File: src/rtl/fetch_stage_pkg.sv
// Shared definitions for the instruction fetch stage: FSM states, NOP encoding
// and the default reset PC.
package fetch_stage_pkg;

    typedef enum logic [1:0] {
        RUN    = 2'd0,
        HALTED = 2'd1,
        FAULT  = 2'd2
    } state_t;

    localparam logic [31:0] NOP_INSTR        = 32'h0000_0013;
    localparam logic [31:0] DEFAULT_RESET_PC = 32'h0000_0000;

endpackage

File: src/rtl/fetch_stage_if.sv
// Instruction memory bus between the fetch stage (master) and a combinational
// instruction memory (slave).
interface fetch_stage_if #(
    parameter int ADDRESS_WIDTH = 32,
    parameter int INSTR_WIDTH   = 32
);
    logic [ADDRESS_WIDTH-1:0] instr_addr;
    logic [INSTR_WIDTH-1:0]   instr_data;

    modport master (output instr_addr, input instr_data);
    modport slave  (input instr_addr, output instr_data);
endinterface

File: src/rtl/fetch_stage_ifid_reg.sv
// IF/ID pipeline register: load captures a fetched word, clear drops the valid
// flag while leaving the payload untouched.
module ifid_reg
    import fetch_stage_pkg::*;
#(
    parameter int ADDRESS_WIDTH = 32,
    parameter int INSTR_WIDTH   = 32
) (
    input  logic                     clk,
    input  logic                     rst,
    input  logic                     load,
    input  logic                     clear,
    input  logic [INSTR_WIDTH-1:0]   fetch_instr,
    input  logic [ADDRESS_WIDTH-1:0] fetch_pc,
    output logic                     ifid_valid,
    output logic [INSTR_WIDTH-1:0]   ifid_instr,
    output logic [ADDRESS_WIDTH-1:0] ifid_pc,
    output logic [ADDRESS_WIDTH-1:0] ifid_pc_plus4
);

    always_ff @(posedge clk) begin
        if (rst) begin
            ifid_valid    <= 1'b0;
            ifid_instr    <= INSTR_WIDTH'(NOP_INSTR);
            ifid_pc       <= '0;
            ifid_pc_plus4 <= '0;
        end else if (clear) begin
            ifid_valid <= 1'b0;
        end else if (load) begin
            ifid_valid    <= 1'b1;
            ifid_instr    <= fetch_instr;
            ifid_pc       <= fetch_pc;
            ifid_pc_plus4 <= fetch_pc + ADDRESS_WIDTH'(4);
        end
    end

endmodule

File: src/rtl/fetch_stage.sv
// Instruction fetch stage: PC register, RUN/HALTED/FAULT control and the IF/ID
// register feeding decode.
module fetch_stage
    import fetch_stage_pkg::*;
#(
    parameter int                       ADDRESS_WIDTH = 32,
    parameter int                       INSTR_WIDTH   = 32,
    parameter logic [ADDRESS_WIDTH-1:0] RESET_PC      = ADDRESS_WIDTH'(DEFAULT_RESET_PC)
) (
    input  logic                     clk,
    input  logic                     rst,
    input  logic                     stall,
    input  logic                     redirect,
    input  logic [ADDRESS_WIDTH-1:0] redirect_pc,
    input  logic                     halt_req,
    input  logic                     resume,
    fetch_stage_if.master            bus,
    output logic                     ifid_valid,
    output logic [INSTR_WIDTH-1:0]   ifid_instr,
    output logic [ADDRESS_WIDTH-1:0] ifid_pc,
    output logic [ADDRESS_WIDTH-1:0] ifid_pc_plus4,
    output logic                     fault,
    output logic                     halted
);

    state_t                   state;
    logic [ADDRESS_WIDTH-1:0] pc_q;
    logic                     fetch_en;
    logic                     squash;
    logic                     target_aligned;

    assign bus.instr_addr = pc_q;
    assign target_aligned = (redirect_pc[1:0] == 2'b00);

    // Outside RUN, and on any redirect or halt, whatever sits in IF/ID is dead.
    always_comb begin
        fetch_en = 1'b0;
        squash   = 1'b0;
        if (state != RUN) begin
            squash = 1'b1;
        end else if (redirect || halt_req) begin
            squash = 1'b1;
        end else if (!stall) begin
            fetch_en = 1'b1;
        end
    end

    always_ff @(posedge clk) begin
        if (rst) begin
            state  <= RUN;
            pc_q   <= RESET_PC;
            fault  <= 1'b0;
            halted <= 1'b0;
        end else begin
            unique case (state)
                RUN: begin
                    if (redirect) begin
                        if (target_aligned) begin
                            pc_q <= redirect_pc;
                        end else begin
                            state <= FAULT;
                            fault <= 1'b1;
                        end
                    end else if (halt_req) begin
                        state  <= HALTED;
                        halted <= 1'b1;
                    end else if (!stall) begin
                        pc_q <= pc_q + ADDRESS_WIDTH'(4);
                    end
                end
                // Resume only re-arms fetch; the held PC is fetched next edge.
                HALTED: begin
                    if (resume) begin
                        state  <= RUN;
                        halted <= 1'b0;
                    end
                end
                FAULT: begin
                    state <= FAULT;
                end
                default: begin
                    state <= RUN;
                end
            endcase
        end
    end

    ifid_reg #(
        .ADDRESS_WIDTH(ADDRESS_WIDTH),
        .INSTR_WIDTH  (INSTR_WIDTH)
    ) u_ifid (
        .clk          (clk),
        .rst          (rst),
        .load         (fetch_en),
        .clear        (squash),
        .fetch_instr  (bus.instr_data),
        .fetch_pc     (pc_q),
        .ifid_valid   (ifid_valid),
        .ifid_instr   (ifid_instr),
        .ifid_pc      (ifid_pc),
        .ifid_pc_plus4(ifid_pc_plus4)
    );

endmodule

File: src/flat_wrapper.sv
// flat-port wrapper written by rule: the top's interface ports become plain ports
module fetch_stage_flat import fetch_stage_pkg::*;
#(
    parameter int                       ADDRESS_WIDTH = 32,
    parameter int                       INSTR_WIDTH   = 32,
    parameter logic [ADDRESS_WIDTH-1:0] RESET_PC      = ADDRESS_WIDTH'(DEFAULT_RESET_PC)
)
  (clk, rst, stall, redirect, redirect_pc, halt_req, resume, ifid_valid, ifid_instr, ifid_pc, ifid_pc_plus4, fault, halted, bus_instr_addr, bus_instr_data);
  fetch_stage_if #(.ADDRESS_WIDTH(ADDRESS_WIDTH), .INSTR_WIDTH(INSTR_WIDTH)) bus_i ();
  input  logic clk;
  input  logic rst;
  input  logic stall;
  input  logic redirect;
  input  logic [ADDRESS_WIDTH-1:0] redirect_pc;
  input  logic halt_req;
  input  logic resume;
  output logic ifid_valid;
  output logic [INSTR_WIDTH-1:0] ifid_instr;
  output logic [ADDRESS_WIDTH-1:0] ifid_pc;
  output logic [ADDRESS_WIDTH-1:0] ifid_pc_plus4;
  output logic fault;
  output logic halted;
  output wire logic [$bits(bus_i.instr_addr)-1:0] bus_instr_addr;
  input wire logic [$bits(bus_i.instr_data)-1:0] bus_instr_data;
  assign bus_instr_addr = bus_i.instr_addr;
  assign bus_i.instr_data = bus_instr_data;
  fetch_stage #(.ADDRESS_WIDTH(ADDRESS_WIDTH), .INSTR_WIDTH(INSTR_WIDTH), .RESET_PC(RESET_PC)) u_core (.clk(clk), .rst(rst), .stall(stall), .redirect(redirect), .redirect_pc(redirect_pc), .halt_req(halt_req), .resume(resume), .bus(bus_i), .ifid_valid(ifid_valid), .ifid_instr(ifid_instr), .ifid_pc(ifid_pc), .ifid_pc_plus4(ifid_pc_plus4), .fault(fault), .halted(halted));
endmodule
File: config.mk
export PLATFORM = sky130hd
export DESIGN_NAME = fetch_stage_flat
export DESIGN_NICKNAME = d
export VERILOG_FILES = /design/src/rtl/fetch_stage_pkg.sv /design/src/rtl/fetch_stage_if.sv /design/src/rtl/fetch_stage_ifid_reg.sv /design/src/rtl/fetch_stage.sv /design/src/flat_wrapper.sv
export SDC_FILE = /design/constraint.sdc
export NUM_CORES = 1
export LEC_CHECK = 0
export BUFFER_PORTS_ARGS = -buffer_cell sky130_fd_sc_hd__buf_4
export CAP_MARGIN = 10
export CORE_ASPECT_RATIO = 0.75
export CORE_MARGIN = 4
export CORE_UTILIZATION = 54
export DETAILED_ROUTE_END_ITERATION = 6
export GPL_TIMING_DRIVEN = 0
export PLACE_DENSITY = 0.89
export SLEW_MARGIN = 30
export SYNTH_ARGS = -nofsm -noshare
export SYNTH_HDL_FRONTEND = slang
export SYNTH_SLANG_ARGS = --single-unit
export TNS_END_PERCENT = 50
File: constraint.sdc
create_clock -name clk -period 4.34 [get_ports clk]
set_input_delay 0.868 -clock clk [delete_from_list [all_inputs] [get_ports clk]]
set_output_delay 0.868 -clock clk [all_outputs]
set_load 0.01 [all_outputs]
==> impl_metrics.toml, run 1 <==
[timing]
hold_viol = 0
fin_crit_sh_pct = 61.1
tightest_slew_ns = 0.868
drv_slew = 0
period_needed_ns = 2.65
finalWorstSetupSlack_ns = 1.69
setup_tns_ns = 0
rsz0062_at_grt = "false"
relSlewSlack_pct = 41.7
max_freq_mhz = 377
skew_ns = 0.00659
setup_viol = 0

[routing]
vias_per_cell = 5.85
ant_nets = 0
dr.pass1.iters = 6
wl_per_cell_um = 18.2
drc = 0
dr_total_vias = 6302
routed_wl_um = 19600
drtIter0Drc = 878

[cts]
cts_max_path_buffers = 2
cts.clk_slew.worst_paths_ns = 0.06
ctsHoldBuffers = 0
root_buffer = "clkbuf_16"
cts_tree = "done"
post_cts_buffers = 0
clk_latency_ns = 0.42
numClockSinks = 131
cts_resized = 0
cts-buffers-inserted = 17
cts_max_level = 4

[setup_path]
crit_fanout = 10
crit_top_cell = "clkbuf_1"
crit_type = "primary input to flip-flop"
slowest_delay_ns = 0.51
worst_setup_path_start_kind = "primary input"
r2r-start = "u_core.bus.instr_addr[2]$_SDFFE_PP0P_"
cp_slowest_cell = "clkbuf_1"
endpoint_kind = "flip-flop"
r2r_cells = 8
r2r-end = "u_core.bus.instr_addr[26]$_SDFFE_PP0P_"
path_cells = "buf_4 > nor3b_1 > o21a_1 > clkbuf_1 > clkbuf_1 > o22ai_1 > nor3_1"
cp-startpoint = "redirect_pc[1]"
r2r_slack_ns = 1.77
worstPathArrival_ns = 2.99
critical_path_required_ns = 4.67

[logic_synthesis]
yosysWarningCount = 0
avgSynthCellArea_um2 = 7.94
yosysSeqAreaShare_pct = 46.4
syn-num-nets = 782
synth_top_cell_by_area = "dfxtp_1"
synth-main-ff-cell = "dfxtp_1"
synth_top_family_by_area = "simple AND/OR/NAND/NOR gates"
synthCells = 711
synth_edf_count = 0
synth_cell_types = 55
synth_xor_area_share_pct = 3.88
synthTopCellsByArea = "dfxtp_1 (46%), nand2_1 (11%), a21oi_1 (9.0%)"
yosys.area_share.adder_pct = 0.222
synth_compound_area_share_pct = 20.7
synth_seq_cells = 131
synth_area_um2 = 5650
synth_async_sr_flop_share_pct = 0
synth-simple-area-share_pct = 22.8
synthMuxAreaShare_pct = 0.709
yosysTopAreaCellShare_pct = 46.4

[min_path]
hold_start = "u_core.u_ifid.ifid_pc_plus4[3]$_SDFFE_PP0P_"
hold_path.class = "flip-flop to flip-flop"
hold_end = "u_core.u_ifid.ifid_pc_plus4[3]$_SDFFE_PP0P_"
holdPathStages = 2

[die]
core_area_um2 = 10200
die_x_um = 126
die_area_um2 = 12200
initial_core_util_pct = 55.1
io_pins = 201
die_h_um = 96.6
rows = 32

[layout]
layout_common_cells = "buf_4 (202), nand2_1 (160), dfxtp_1 (131)"
drive_above_1_share_pct = 26.2
finalNonFillerCells = 1077
final_cell_area_um2 = 7890
final_common_cell = "buf_4"
diodes = 0
nets = 1001
areaGrowthSynthToFinish_pct = 39.8

[place]
pre_cts_slack_ns = 1.40
place_inst = 1047
port_buffers = 200
dp_hpwl_um = 14400
gp_congestion = 0.968
place_area_um2 = 7320

[pwr]
leakage_nw = 3.18
ir_drop_mv = 0.303
p_per_area_nw_per_um2 = 384

[grt]
grt_antenna_before_repair = 0
grt_pass1_vias = 5819
overflow = 0
grt_usage_pct = 30.9
grt_max_degree = 17
grt_pass1_wl_um = 29600

[run]
maxCapViolCount = 0

[run_status]
status = "complete, no violations"
==> cell families after synthesis <==
| group | count (synthesis) |
|---|---|
| AOI/OAI and AO/OA | 198 |
| xor gates and xnor gates | 25 |
| adders and majority gates | 1 |
| buffers and inverters | 71 |
| DFF | 131 |
| muxes | 4 |
| and+or+nand+nor | 281 |
==> worst max-delay path: cells and delay by family <==
kind,cells,cell delay [ns]
AOI/OAI and AO/OA,2,0.50
and+or+nand+nor,2,0.56
buffers and inverters,3,1.05
==> per-stage QoR <==
step | power, W | hold slack, ns | util (%)
after floorplan | 0.00146 | 0.470 | -
after global placement | 0.00163 | 0.435 | 71.4
after detailed placement | 0.00163 | 0.447 | 71.4
after CTS | 0.00302 | 0.454 | 77.0
after global routing | 0.00310 | 0.469 | 77.0
final | 0.00303 | 0.454 | 77.0
==> report_power, final <==
| part | internal, W | switching, W |
|---|---|---|
| Sequential | 0.00125 | 0.0000386 |
| Clock | 0.000893 | 0.000516 |
| Combinational | 0.000146 | 0.000188 |
==> synth_stat cells, types with 5 or more instances <==
master and count:
nand3_1 18, a32o_1 6, nor2_1 36, o21ai_0 35, a21oi_1 101, buf_2 9
and3_1 7, inv_1 7, o31ai_1 6, or3_1 6, xor2_1 8, xnor2_1 17
a22oi_1 5, nand4_1 7, a211oi_1 9, nor3_1 13, nand2_1 160, nor4_1 7
a22o_1 6, a31oi_1 7, clkbuf_1 46, dfxtp_1 131, and4_1 6
==> state kept, by name (all words and copies together), names as in the netlist <==
signal,count
u_core.u_ifid.ifid_valid,1
u_core.u_ifid.ifid_instr,32
u_core.halted,1
u_core.u_ifid.ifid_pc,32
u_core.u_ifid.ifid_pc_plus4,30
u_core.bus.instr_addr,32
u_core.state,2
u_core.fault,1
==> how the worst max path moves through the flow <==
| stage | cells past startpoint | endpoint |
|---|---|---|
| 2_1_floorplan | 6 | u_core.bus.instr_addr[28]$_SDFFE_PP0P_ |
| 6_report | 7 | u_core.bus.instr_addr[30]$_SDFFE_PP0P_ |
| 3_5_place_dp | 7 | u_core.bus.instr_addr[28]$_SDFFE_PP0P_ |
| 4_1_cts | 7 | u_core.bus.instr_addr[28]$_SDFFE_PP0P_ |
| 3_3_place_gp | 7 | u_core.bus.instr_addr[28]$_SDFFE_PP0P_ |
| 5_1_grt | 7 | u_core.bus.instr_addr[28]$_SDFFE_PP0P_ |
==> layout make-up <==
class,instances,area (um2)
Buffer,64,272
Clock buffer,20,437
Clock inverter,10,136
Fill cell,771,2360
Inverter,7,26.3
Multi-Input combinational cell,509,2730
Sequential cell,131,2620
Tap cell,136,170
Timing Repair Buffer,200,1500
==> metal layers <==
layer,wire [um],up-vias,track usage [%]
met1,7840,2909,40.5
met2,8880,418,48.8
li1,-,2902,-
met4,538,0,11.8
met5,0,-,0
met3,2320,73,9.07
Power figures use the tool's default switching activity.
==> run 2: changes to the inputs <==
--- a/config.mk
+++ b/config.mk
@@ -9,10 +9,10 @@
 export CAP_MARGIN = 10
 export CORE_ASPECT_RATIO = 0.75
 export CORE_MARGIN = 4
-export CORE_UTILIZATION = 54
+export CORE_UTILIZATION = 45
 export DETAILED_ROUTE_END_ITERATION = 6
 export GPL_TIMING_DRIVEN = 0
-export PLACE_DENSITY = 0.89
+export PLACE_DENSITY = 0.79
 export SLEW_MARGIN = 30
 export SYNTH_ARGS = -nofsm -noshare
 export SYNTH_HDL_FRONTEND = slang
==> constraint.sdc (replaced) <==
create_clock -name clk -period 2.25 [get_ports clk]
set_input_delay 0.45 -clock clk [delete_from_list [all_inputs] [get_ports clk]]
set_output_delay 0.45 -clock clk [all_outputs]
set_load 0.01 [all_outputs]
==> run 2 against run 1 <==
Effect of this change: the flow now finishes with violations (setup timing); clock skew up 0.00056 ns; sequential cell count is the same; worst setup slack worse by 1.7 ns; cell area grew 3.1%; highest routed layer unchanged; global-route usage decreased by 3.5 points; total power is 110% higher; sequential share of layout area decreased by 0.91 points; sequential power grew 94%.
==> impl_metrics.toml, run 2 (synthesized netlist as in run 1, its figures left out) <==
[setup_path]
critical_path_required_ns = 2.52
worstPathArrival_ns = 2.53
r2r_cells = 6
endpoint_kind = "flip-flop"
crit_type = "flip-flop to flip-flop"
crit_fanout = 8
worst_setup_path_start_kind = "flip-flop"

[routing]
wl_per_cell_um = 18.6
drc = 0
dr_total_vias = 6296
ant_nets = 0
vias_per_cell = 5.67
drtIter0Drc = 786
dr.pass1.iters = 6
routed_wl_um = 20600

[die]
die_area_um2 = 14400
rows = 35
initial_core_util_pct = 46.1
die_x_um = 137
core_area_um2 = 12300
io_pins = 201
die_h_um = 105

[cts]
root_buffer = "clkbuf_16"
cts_max_path_buffers = 2
cts_max_level = 4
ctsHoldBuffers = 0
cts-buffers-inserted = 17
cts.clk_slew.worst_paths_ns = 0.06
clk_latency_ns = 0.42
cts_tree = "done"
numClockSinks = 131

[timing]
tightest_slew_ns = 0.898
drv_slew = 0
setup_viol = 1
fin_crit_sh_pct = 100
hold-worst-slack_ns = 0.249
period_needed_ns = 2.25
skew_ns = 0.00715
finalWorstSetupSlack_ns = -0.000989
max_freq_mhz = 444
hold_viol = 0
rsz0062_at_grt = "true"
relSlewSlack_pct = 39.7

[layout]
nets = 1002
layout_common_cells = "buf_4 (206), nand2_1 (160), dfxtp_1 (126)"
multiInputGateArea_um2 = 2800
diodes = 0
final_cell_area_um2 = 8130
fill_cells = 1040
final_common_cell = "buf_4"
drive_above_1_share_pct = 28.9
areaGrowthSynthToFinish_pct = 44.1
regArea_um2 = 2630

[pwr]
p_per_area_nw_per_um2 = 768
leakage_nw = 3.31
ir_drop_mv = 0.512

[place]
dp_hpwl_um = 14500
port_buffers = 200
place_area_um2 = 7360
gp_congestion = 0.928

[grt]
grt_max_degree = 17
overflow = 0
grt_pass1_vias = 5798
grt_antenna_before_repair = 0
grt_pass1_wl_um = 30800
grt_usage_pct = 27.4

[run_status]
status = "complete, but fails checks"
violations = "setup timing"

[run]
maxCapViolCount = 0

[min_path]
hold_path.class = "primary input to flip-flop"
holdPathStages = 3
## run 2: path summary, 6_finish.rpt
| path | from | end | slack [ns] |
|---|---|---|---|
| worst max-delay path | u_core.bus.instr_addr[2]$_SDFFE_PP0P_ | u_core.bus.instr_addr[26]$_SDFFE_PP0P_ | -0.001 |
| worst min-delay path | bus_instr_data[0] | u_core.u_ifid.ifid_instr[0]$_SDFFE_PP1P_ | 0.25 |
| worst max register to register | u_core.bus.instr_addr[2]$_SDFFE_PP0P_ | u_core.bus.instr_addr[26]$_SDFFE_PP0P_ | -0.001 |
| worst min register to register | u_core.u_ifid.ifid_instr[10]$_SDFFE_PP0P_ | u_core.u_ifid.ifid_instr[10]$_SDFFE_PP0P_ | 0.45 |
## run 2: layout make-up
type	instances	area share (%)
clock inverters	12	2.48
clock buffers	20	5.74
plain buffers	62	3.40
repair buffers	203	18.7
flip-flops and latches	131	32.3
multi-input cells	509	34.5
inverters	7	0.323
well taps	166	2.55
## run 2: critical path: stages (launching register included)
cell     delay (ns)
dfxtp_2        0.42
ha_4           0.22
inv_1          0.11
or3_1          0.61
nor4_4         0.42
mux2i_1        0.23
a31oi_1        0.09
## run 2: per-layer routing
layer  part of all wire [%]  global-route usage, %  routed length (um)  up-vias
met3                     13                   8.57                2670       48
met5                      0                      0                   0        -
li1                       -                      -                   -     2928
met2                     44                   40.9                9040      401
met1                     41                   37.8                8500     2919
met4                    2.0                   8.40                 420        0
## run 2: stage by stage
stage / utilization [%] / instances / TNS [ns] / setup slack [ns] / total power, W
detailed placement: 60.0 / 1077 / -10.08 / -0.342 / 0.00316
finish: 66.3 / 1110 / -0.000989 / -0.000989 / 0.00625
CTS: 65.7 / 1108 / -0.0140 / -0.0140 / 0.00624
global placement: 60.0 / 1077 / -7.61 / -0.265 / 0.00315
global route: 66.3 / 1110 / -0.198 / -0.121 / 0.00640
floorplan: - / 711 / 0 / 0.0779 / 0.00281
## run 2: timing repair
item	in CTS	in global routing
endpoints found under the setup margin	22	37
resized for setup	7	21
setup buffers	0	3
pin swaps	1	3
## run 2: where the power goes
part | switching, W | total [W] | leakage, nW | internal, W
logic | 0.000369 | 0.000655 | 1.92 | 0.000286
registers | 0.0000760 | 0.00248 | 1.07 | 0.00240
clock network | 0.00106 | 0.00312 | 0.323 | 0.00206
total | 0.00150 | 0.00625 | 3.31 | 0.00475
==> run 3: changes to the inputs <==
--- a/config.mk
+++ b/config.mk
@@ -9,10 +9,11 @@
 export CAP_MARGIN = 10
 export CORE_ASPECT_RATIO = 0.75
 export CORE_MARGIN = 4
-export CORE_UTILIZATION = 45
+export CORE_UTILIZATION = 55
+export CTS_BUF_LIST = sky130_fd_sc_hd__clkbuf_8
 export DETAILED_ROUTE_END_ITERATION = 6
-export GPL_TIMING_DRIVEN = 0
-export PLACE_DENSITY = 0.79
+export GPL_TIMING_DRIVEN = 1
+export PLACE_DENSITY = 0.9
 export SLEW_MARGIN = 30
 export SYNTH_ARGS = -nofsm -noshare
 export SYNTH_HDL_FRONTEND = slang
==> constraint.sdc (replaced) <==
create_clock -name clk -period 2.9 [get_ports clk]
set_input_delay 0.58 -clock clk [delete_from_list [all_inputs] [get_ports clk]]
set_output_delay 0.58 -clock clk [all_outputs]
set_load 0.01 [all_outputs]
==> run 3 against run 2 <==
Effect of this change: the run now ends clean; sequential power shrank 22%; via count shrank 5.1%; core utilization grew 11 points; critical path type unchanged; largest power group is now sequential cells.
==> impl_metrics.toml, run 3 (synthesized netlist as in run 1, its figures left out) <==
[run_status]
status = "complete, no violations"

[min_path]
hold_start = "bus_instr_data[0]"
hold_path.class = "primary input to flip-flop"
holdPathStages = 3
hold_end = "u_core.u_ifid.ifid_instr[0]$_SDFFE_PP1P_"

[setup_path]
endpoint_kind = "flip-flop"
r2r-end = "u_core.bus.instr_addr[23]$_SDFFE_PP0P_"
crit_fanout = 9
worst_setup_path_start_kind = "flip-flop"
r2r_slack_ns = 0.55
r2r-start = "u_core.bus.instr_addr[12]$_SDFFE_PP0P_"
crit_type = "flip-flop to flip-flop"
critical_path_required_ns = 3.22
r2r_cells = 5
worstPathArrival_ns = 2.67

[place]
place_area_um2 = 7180
dp_hpwl_um = 12700
gp_congestion = 0.896
port_buffers = 200
place_inst = 993
pre_cts_slack_ns = 0.609

[cts]
clk_latency_ns = 0.45
cts.clk_slew.worst_paths_ns = 0.08
cts_max_path_buffers = 2
cts_resized = 0
post_cts_buffers = 0
numClockSinks = 131
root_buffer = "clkbuf_8"
cts_tree = "done"
ctsHoldBuffers = 0
cts-buffers-inserted = 17
cts_max_level = 4

[grt]
use_met1_pct = 36.3
met2_usage_pct = 48.6
grt_max_degree = 62
overflow = 0
grt_antenna_before_repair = 0
grt_usage_pct = 29.6
grt_pass1_wl_um = 28600
grt_busiest_layer = "met2"
gr-usage-met3_pct = 10.9
grt_pass1_vias = 5687

[layout]
final_common_cell = "buf_4"
finalNonFillerCells = 1025
fill_cells = 699
layout_common_cells = "buf_4 (212), nand2_1 (159), dfxtp_1 (131)"
areaGrowthSynthToFinish_pct = 35.2
nets = 951
finalCoreUtilization_pct = 77.5
final_cell_area_um2 = 7630
diodes = 0
drive_above_1_share_pct = 28.6

[pwr]
sw_frac_of_total_pct = 25.4
ir_drop_mv = 0.436
intPower_w = 0.00312
p_switching_w = 0.00106
power.share.clock_pct = 42.8
power_frac_comb_pct = 11.0
leakage_nw = 3.08
pwr-share-seq_pct = 46.2
p_per_area_nw_per_um2 = 548

[routing]
ant_nets = 0
dr.pass1.iters = 6
vias_per_cell = 5.83
dr_total_vias = 5976
routed_wl_um = 18100
wl_per_cell_um = 17.7
drtIter0Drc = 674
drc = 0

[die]
core_area_um2 = 9850
die_area_um2 = 12000
rows = 31
io_pins = 201
die_h_um = 95.8
die_x_um = 125
initial_core_util_pct = 57.3

[timing]
skew_ns = 0.0107
hold_viol = 0
max_freq_mhz = 426
period_needed_ns = 2.35
relSlewSlack_pct = 52.2
setup_viol = 0
tightest_slew_ns = 0.711
setup_tns_ns = 0
finalWorstSetupSlack_ns = 0.551
rsz0062_at_grt = "false"
drv_slew = 0
fin_crit_sh_pct = 81.0

[run]
maxCapViolCount = 0
-- run 3: layer usage --
metal | vias up | part of all wire [%]
li1 | 2807 | -
met1 | 2783 | 40
met2 | 349 | 48
met3 | 37 | 11
met4 | 0 | 1.6
met5 | - | 0
-- run 3: power groups by stage --
stage / sequential (W) / combinational [W] / clock (W)
floorplan: 0.00197 / 0.000207 / 0
global placement: 0.00197 / 0.000443 / 0
detailed placement: 0.00197 / 0.000455 / 0
CTS: 0.00193 / 0.000459 / 0.00180
global route: 0.00194 / 0.000499 / 0.00188
finish: 0.00193 / 0.000461 / 0.00179
-- run 3: metrics by stage --
stage          power, W  hold slack [ns]
2_1_floorplan   0.00218            0.470
3_3_place_gp    0.00241            0.443
3_5_place_dp    0.00243            0.447
4_1_cts         0.00419            0.324
5_1_grt         0.00432            0.346
6_report        0.00419            0.337
-- run 3: worst max path at each step --
stage                     depth (start not counted)                                     end  slack [ns]                                    from
final                                             5  u_core.bus.instr_addr[23]$_SDFFE_PP0P_        0.55  u_core.bus.instr_addr[12]$_SDFFE_PP0P_
after global routing                              5  u_core.bus.instr_addr[27]$_SDFFE_PP0P_        0.37   u_core.bus.instr_addr[4]$_SDFFE_PP0P_
after CTS                                         6  u_core.bus.instr_addr[12]$_SDFFE_PP0P_        0.63   u_core.bus.instr_addr[2]$_SDFFE_PP0P_
after detailed placement                          6  u_core.bus.instr_addr[12]$_SDFFE_PP0P_        0.61                                halt_req
after global placement                            6  u_core.bus.instr_addr[27]$_SDFFE_PP0P_        0.71                                redirect
after floorplan                                   8  u_core.bus.instr_addr[26]$_SDFFE_PP0P_        0.73   u_core.bus.instr_addr[2]$_SDFFE_PP0P_
-- run 3: critical path, cell delays in order (launching register included) --
cell and delay (ns):
dfxtp_1 0.55, and4_1 0.35, nand4_1 0.29, nor4b_1 0.67
mux2i_1 0.26, a31oi_1 0.09
-- run 3: final cells by class --
type                            instances  area [um2]  area share (%)
Tap cell                              132         165            2.16
Clock inverter                         14         209            2.74
Inverter                                7        26.3           0.344
Timing Repair Buffer                  214        1630            21.4
Multi-Input combinational cell        509        2730            35.8
Clock buffer                           18         248            3.25
Sequential cell                       131        2620            34.4
